==> config.mk <==
export PLATFORM = sky130hd
export DESIGN_NAME = ibex_fp_writeback
export DESIGN_NICKNAME = d
export VERILOG_FILES = /design/src/rtl/ibex_fp_pkg.sv /design/src/rtl/ibex_fp_wb_fifo.sv /design/src/rtl/ibex_fp_writeback.sv
export SDC_FILE = /design/constraint.sdc
export NUM_CORES = 1
export LEC_CHECK = 0
export BUFFER_PORTS_ARGS = -buffer_cell sky130_fd_sc_hd__buf_2
export CAP_MARGIN = 40
export CORE_ASPECT_RATIO = 0.5
export CORE_UTILIZATION = 50
export CTS_CLUSTER_DIAMETER = 60
export DETAILED_ROUTE_END_ITERATION = 10
export GPL_TIMING_DRIVEN = 0
export HOLD_SLACK_MARGIN = 0.02
export PLACE_DENSITY = 0.73
export RECOVER_POWER = 50
export SYNTH_ARGS = -nofsm -noshare
export SYNTH_HDL_FRONTEND = slang
export SYNTH_HIERARCHICAL = 1
export SYNTH_SLANG_ARGS = --single-unit
export TNS_END_PERCENT = 20
==> constraint.sdc <==
create_clock -name clk_i -period 3.8 [get_ports clk_i]
set_input_delay 0.76 -clock clk_i [delete_from_list [all_inputs] [get_ports clk_i]]
set_output_delay 0.76 -clock clk_i [all_outputs]
set_load 0.02 [all_outputs]
==> src/rtl/ibex_fp_pkg.sv <==
// Shared types and constants for the FP writeback path.
// fp_wb_entry_t is the default-width shape of one buffered FPU result.
package ibex_fp_pkg;

    localparam int unsigned DefaultDataWidth = 16;

    typedef struct packed {
        logic [4:0]                  rd;
        logic [DefaultDataWidth-1:0] data;
    } fp_wb_entry_t;

endpackage

==> src/rtl/ibex_fp_wb_fifo.sv <==
// In-order result buffer between the FPU and the writeback arbiter.
// Depth must be a power of two so the pointers wrap naturally.
module ibex_fp_wb_fifo
    import ibex_fp_pkg::*;
#(
    parameter int unsigned Depth   = 2,
    parameter type         entry_t = fp_wb_entry_t
) (
    input  logic   clk_i,
    input  logic   rst_ni,
    input  logic   push_i,
    input  entry_t wdata_i,
    input  logic   pop_i,
    output entry_t rdata_o,
    output logic   full_o,
    output logic   empty_o
);

    localparam int unsigned PtrW = (Depth > 1) ? $clog2(Depth) : 1;

    logic [PtrW-1:0] wptr_q, wptr_d;
    logic [PtrW-1:0] rptr_q, rptr_d;
    logic [PtrW:0]   count_q, count_d;
    entry_t          mem_q [Depth];
    entry_t          mem_d [Depth];
    logic            push_ok, pop_ok;

    assign full_o  = (count_q == (PtrW+1)'(Depth));
    assign empty_o = (count_q == '0);
    assign rdata_o = mem_q[rptr_q];

    assign push_ok = push_i && !full_o;
    assign pop_ok  = pop_i && !empty_o;

    always_comb begin
        mem_d   = mem_q;
        wptr_d  = wptr_q;
        rptr_d  = rptr_q;
        count_d = count_q;
        if (push_ok) begin
            mem_d[wptr_q] = wdata_i;
            wptr_d        = wptr_q + PtrW'(1);
        end
        if (pop_ok) begin
            rptr_d = rptr_q + PtrW'(1);
        end
        case ({push_ok, pop_ok})
            2'b10:   count_d = count_q + (PtrW+1)'(1);
            2'b01:   count_d = count_q - (PtrW+1)'(1);
            default: count_d = count_q;
        endcase
    end

    always_ff @(posedge clk_i or negedge rst_ni) begin
        if (!rst_ni) begin
            wptr_q  <= '0;
            rptr_q  <= '0;
            count_q <= '0;
            for (int unsigned i = 0; i < Depth; i++) begin
                mem_q[i] <= '0;
            end
        end else begin
            wptr_q  <= wptr_d;
            rptr_q  <= rptr_d;
            count_q <= count_d;
            mem_q   <= mem_d;
        end
    end

endmodule

==> src/rtl/ibex_fp_writeback.sv <==
// FP register file writeback arbiter: LSU loads beat buffered FPU results,
// with an empty-FIFO bypass, plus a pending-destination scoreboard.
module ibex_fp_writeback
    import ibex_fp_pkg::*;
#(
    parameter int unsigned DataWidth = DefaultDataWidth,
    parameter int unsigned FifoDepth = 2
) (
    input  logic                 clk_i,
    input  logic                 rst_ni,
    input  logic                 issue_valid_i,
    input  logic [4:0]           issue_rd_i,
    input  logic                 fpu_valid_i,
    output logic                 fpu_ready_o,
    input  logic [4:0]           fpu_rd_i,
    input  logic [DataWidth-1:0] fpu_result_i,
    input  logic                 lsu_valid_i,
    input  logic [4:0]           lsu_rd_i,
    input  logic [DataWidth-1:0] lsu_rdata_i,
    output logic [4:0]           fp_waddr_a_o,
    output logic [DataWidth-1:0] fp_wdata_a_o,
    output logic                 fp_we_a_o,
    input  logic [4:0]           rs1_addr_i,
    input  logic [4:0]           rs2_addr_i,
    output logic                 hazard_o,
    output logic                 err_o
);

    typedef struct packed {
        logic [4:0]           rd;
        logic [DataWidth-1:0] data;
    } wb_entry_t;

    logic      fifo_full, fifo_empty, fifo_push, fifo_pop;
    wb_entry_t fifo_head, fpu_entry, sel_entry;
    logic      fpu_hs, sel_valid;

    logic                 we_q, we_d;
    logic [4:0]           waddr_q, waddr_d;
    logic [DataWidth-1:0] wdata_q, wdata_d;
    logic                 err_q, err_d;
    logic [31:0]          pending_q, pending_d;

    // Ready depends only on FIFO state, never on fpu_valid_i.
    assign fpu_ready_o = !fifo_full;
    assign fpu_hs      = fpu_valid_i && fpu_ready_o;
    assign fpu_entry   = '{rd: fpu_rd_i, data: fpu_result_i};

    ibex_fp_wb_fifo #(
        .Depth   (FifoDepth),
        .entry_t (wb_entry_t)
    ) u_fifo (
        .clk_i   (clk_i),
        .rst_ni  (rst_ni),
        .push_i  (fifo_push),
        .wdata_i (fpu_entry),
        .pop_i   (fifo_pop),
        .rdata_o (fifo_head),
        .full_o  (fifo_full),
        .empty_o (fifo_empty)
    );

    always_comb begin
        sel_valid = 1'b0;
        sel_entry = fpu_entry;
        fifo_push = 1'b0;
        fifo_pop  = 1'b0;
        if (lsu_valid_i) begin
            sel_valid = 1'b1;
            sel_entry = '{rd: lsu_rd_i, data: lsu_rdata_i};
            fifo_push = fpu_hs;
        end else if (!fifo_empty) begin
            sel_valid = 1'b1;
            sel_entry = fifo_head;
            fifo_pop  = 1'b1;
            fifo_push = fpu_hs;
        end else if (fpu_hs) begin
            sel_valid = 1'b1;
            sel_entry = fpu_entry;
        end
    end

    always_comb begin
        we_d    = sel_valid && (sel_entry.rd != 5'd0);
        waddr_d = sel_valid ? sel_entry.rd : waddr_q;
        wdata_d = sel_valid ? sel_entry.data : wdata_q;
        err_d   = (we_d && !pending_q[sel_entry.rd]) ||
                  (issue_valid_i && (issue_rd_i != 5'd0) && pending_q[issue_rd_i]);
        // The clear follows the registered write; a same-edge issue re-sets the bit.
        pending_d = pending_q;
        if (we_q) begin
            pending_d[waddr_q] = 1'b0;
        end
        if (issue_valid_i && (issue_rd_i != 5'd0)) begin
            pending_d[issue_rd_i] = 1'b1;
        end
    end

    always_ff @(posedge clk_i or negedge rst_ni) begin
        if (!rst_ni) begin
            we_q      <= 1'b0;
            waddr_q   <= '0;
            wdata_q   <= '0;
            err_q     <= 1'b0;
            pending_q <= '0;
        end else begin
            we_q      <= we_d;
            waddr_q   <= waddr_d;
            wdata_q   <= wdata_d;
            err_q     <= err_d;
            pending_q <= pending_d;
        end
    end

    assign fp_we_a_o    = we_q;
    assign fp_waddr_a_o = waddr_q;
    assign fp_wdata_a_o = wdata_q;
    assign err_o        = err_q;
    assign hazard_o     = ((rs1_addr_i != 5'd0) && pending_q[rs1_addr_i]) ||
                          ((rs2_addr_i != 5'd0) && pending_q[rs2_addr_i]);

endmodule

==> flow_metrics.py <==
metrics = {
    "run_status": {
        "run_status": "complete, but fails checks",
        "failing_checks": "capacitance limit, slew limit",
    },
    "finish": {
        "stdcell_area_um2": 6780,
        "antenna_cells_inserted": 0,
        "final_layout_size_suffix_gt1_frac": 0.344,
        "area_used_by_multi_input_combinational_logic_um2": 3120,
        "sequential_cell_area_um2": 2530,
        "fin_nets": 666,
        "flow.area_growth_from_synthesis_pct": 16.2,
        "fillCellCount": 932,
    },
    "worst_hold_path": {
        "min_path_type": "reg2reg",
    },
    "yosys": {
        "synth_area_um2": 5840,
        "ys_warn_count": 6,
        "flops_latches_synth": 101,
        "post-synth-top-area-cell": "dfrtp_1",
        "postSynth.asyncResetShare": 1.00,
        "synthesis.nets": 571,
        "dominantRegCellSynth": "dfrtp_1",
        "syn-mean-instance-area_um2": 11.5,
        "netlist_instances": 508,
        "number_of_synthesized_flops_with_an_enable_pin": 0,
        "synth.top_cells.by_area": "dfrtp_1, mux2_2, mux4_2",
        "synth_seq_area_share": 0.433,
        "synthDominantCellAreaShare": 0.433,
        "synth.lib_cells_used.distinct": 45,
    },
    "placement": {
        "portBuffers": 83,
        "gp_routability_congestion": 0.872,
        "place_hpwl_um": 10500,
        "post_dp_cell_area_um2": 6480,
        "dp_slack_ns": 0.355,
    },
    "routing": {
        "drt.antenna.violating_nets": 0,
        "wirelength_routed_um": 15000,
        "drtPass1Iterations": 5,
        "via_count": 4576,
        "number_of_remaining_drc_errors": 0,
        "routedWlPerCell_um": 19.5,
        "drt_iter0_drc": 338,
        "vias_cell": 5.97,
    },
    "clock_network": {
        "cts_max_path_buffers": 2,
        "clk-insertion-delay-late_ns": 0.36,
        "cts-resized-gates": 0,
        "total_clock_buffers_created_by_cts": 9,
        "postCtsSetupBuffers": 0,
        "cts_hold_repair.buffers": 0,
        "clk_pin_slew_ns": 0.07,
        "h-tree-depth": 3,
        "cts.root.buffer_cell": "clkbuf_16",
        "tritoncts": "done",
        "clkSinkCount": 101,
    },
    "grt": {
        "globalRouteOverflowTotal": 0,
        "grt_first_pass_wirelength_um": 24300,
        "grt_start_max_net_pins": 57,
        "initial_antenna_violation_count": 0,
        "track_usage": 0.264,
        "first_global_vias": 4591,
    },
    "power_and_ir_drop": {
        "power.ir.vdd_worst_mv": 0.345,
        "pwr_density_cell_nw_per_um2": 851,
        "leak_pwr_nw": 2.80,
    },
    "critical_path": {
        "crit_path_end_kind": "output pin",
        "worstPathRequired_ns": 3.04,
        "arrival_ns": 2.65,
        "timing.setup.critical_path_class": "in2out",
        "worst_setup_path_start_kind": "input port",
        "critical_path_peak_fanout": 9,
    },
    "sta": {
        "fmax_mhz": 293,
        "timing.hold.ws_ns": 0.482,
        "timing.clock.skew_ns": 0.00796,
        "setup_total_negative_slack_ns": 0,
        "setup_viol_count_final": 0,
        "tightestPinTransition_ns": 2.57,
        "layout_min_cycle_time_ns": 3.41,
        "maxSlewHeadroom": -0.712,
        "slew_viol_final": 46,
        "rsz_0062_raised_after_global_routing": "no",
        "final_min_period_over_clock_period": 0.898,
        "postLayoutSetupSlackWorst_ns": 0.387,
        "finalHoldViolCount": 0,
    },
    "floorplan": {
        "die-width_um": 155,
        "floorplan.rows": 27,
        "initial_core_util": 0.522,
        "ios": 87,
        "dieArea_um2": 12100,
        "fp.coreArea_um2": 11200,
        "chipHeight_um": 78.4,
    },
    "run": {
        "max_cap_violations": 1,
    },
}
## layout by cell type, fill, tap and decap left out, types with 18 or more instances in the layout
cell	count
a21oi_1	18
buf_2	74
clkbuf_1	30
dfrtp_1	101
mux2_2	68
mux2i_1	39
mux4_2	30
nand2_1	35
nor2_1	27
o21ai_0	85
## sequential cells by signal (all words and copies together) (netlist names), 2 cells and up
signal          flops
u_fifo/mem_q       42
pending_q          32
fp_waddr_a_o        5
u_fifo/count_q      2
fp_wdata_a_o       16
## power by group
group | internal (W) | switching [W]
Sequential | 0.00161 | 0.000494
Combinational | 0.00137 | 0.00132
Clock | 0.000528 | 0.000448
Total | 0.00351 | 0.00226
## worst max-delay path, stage by stage
cell and delay [ns]:
clkbuf_1 0.49, mux4_2 0.59, mux4_2 0.47, mux2i_1 0.13
nand2_1 0.05, buf_2 0.15
## logic make-up (layout without fill, tap and decap cells)
family / Yosys count / in the layout / share of synthesized area
multiplexers: 139 / 139 / 0.319
AO/OA/AOI/OAI: 123 / 123 / 0.117
flip-flops: 101 / 101 / 0.433
AND/OR/NAND/NOR: 101 / 101 / 0.0891
buffers and inverters: 38 / 138 / 0.0321
XOR/XNOR: 5 / 5 / 0.00750
adder cells (fa/ha/maj): 1 / 1 / 0.00214
## cell type report
class | instances | area share
Buffer | 30 | 0.0232
Clock buffer | 9 | 0.0332
Tap cell | 159 | 0.0293
Sequential cell | 101 | 0.373
Inverter | 8 | 0.00443
Clock inverter | 7 | 0.0136
Multi-Input combinational cell | 369 | 0.461
Timing Repair Buffer | 84 | 0.0631
## synth_stat cells, types with 3 or more instances
cell type,instances
nand2_1,35
a21oi_1,18
mux4_2,30
buf_1,3
nor3_1,4
mux2i_1,39
buf_6,5
clkbuf_1,18
mux2_2,68
xnor2_1,3
o221ai_1,3
buf_2,3
nor2b_1,4
inv_1,7
o21ai_0,85
or3b_2,5
nand3b_1,10
a211oi_1,5
nor2_1,27
dfrtp_1,101
nand3_1,5
## worst paths after layout
path	from	endpoint	slack, ns	cells after the start
hold / removal	fp_wdata_a_o[9]$_DFFE_PN0P_	fp_wdata_a_o[9]$_DFFE_PN0P_	0.48	2
hold reg to reg	fp_wdata_a_o[9]$_DFFE_PN0P_	fp_wdata_a_o[9]$_DFFE_PN0P_	0.48	2
setup reg to reg	u_fifo/rptr_q$_DFFE_PN0P_	err_o$_DFF_PN0_	0.80	9
max in group asynchronous	rst_ni	fp_wdata_a_o[15]$_DFFE_PN0P_	1.15	1
setup / recovery	rs2_addr_i[0]	hazard_o	0.39	6
min in group asynchronous	rst_ni	fp_wdata_a_o[3]$_DFFE_PN0P_	1.20	1
## routing by layer
metal	vias up	global-route usage	routed length [um]
met4	0	0.0941	228
met3	21	0.0486	947
met5	-	0	0
met1	2284	0.364	6740
li1	2091	-	-
met2	180	0.422	7050
## per-stage QoR
step / total power, W / cells / util
finish: 0.00577 / 767 / 0.607
global route: 0.00613 / 767 / 0.607
CTS: 0.00578 / 767 / 0.608
detailed placement: 0.00479 / 751 / 0.580
global placement: 0.00470 / 750 / 0.577
floorplan: 0.00402 / 508 / -
(Power assumes the default switching activity.)
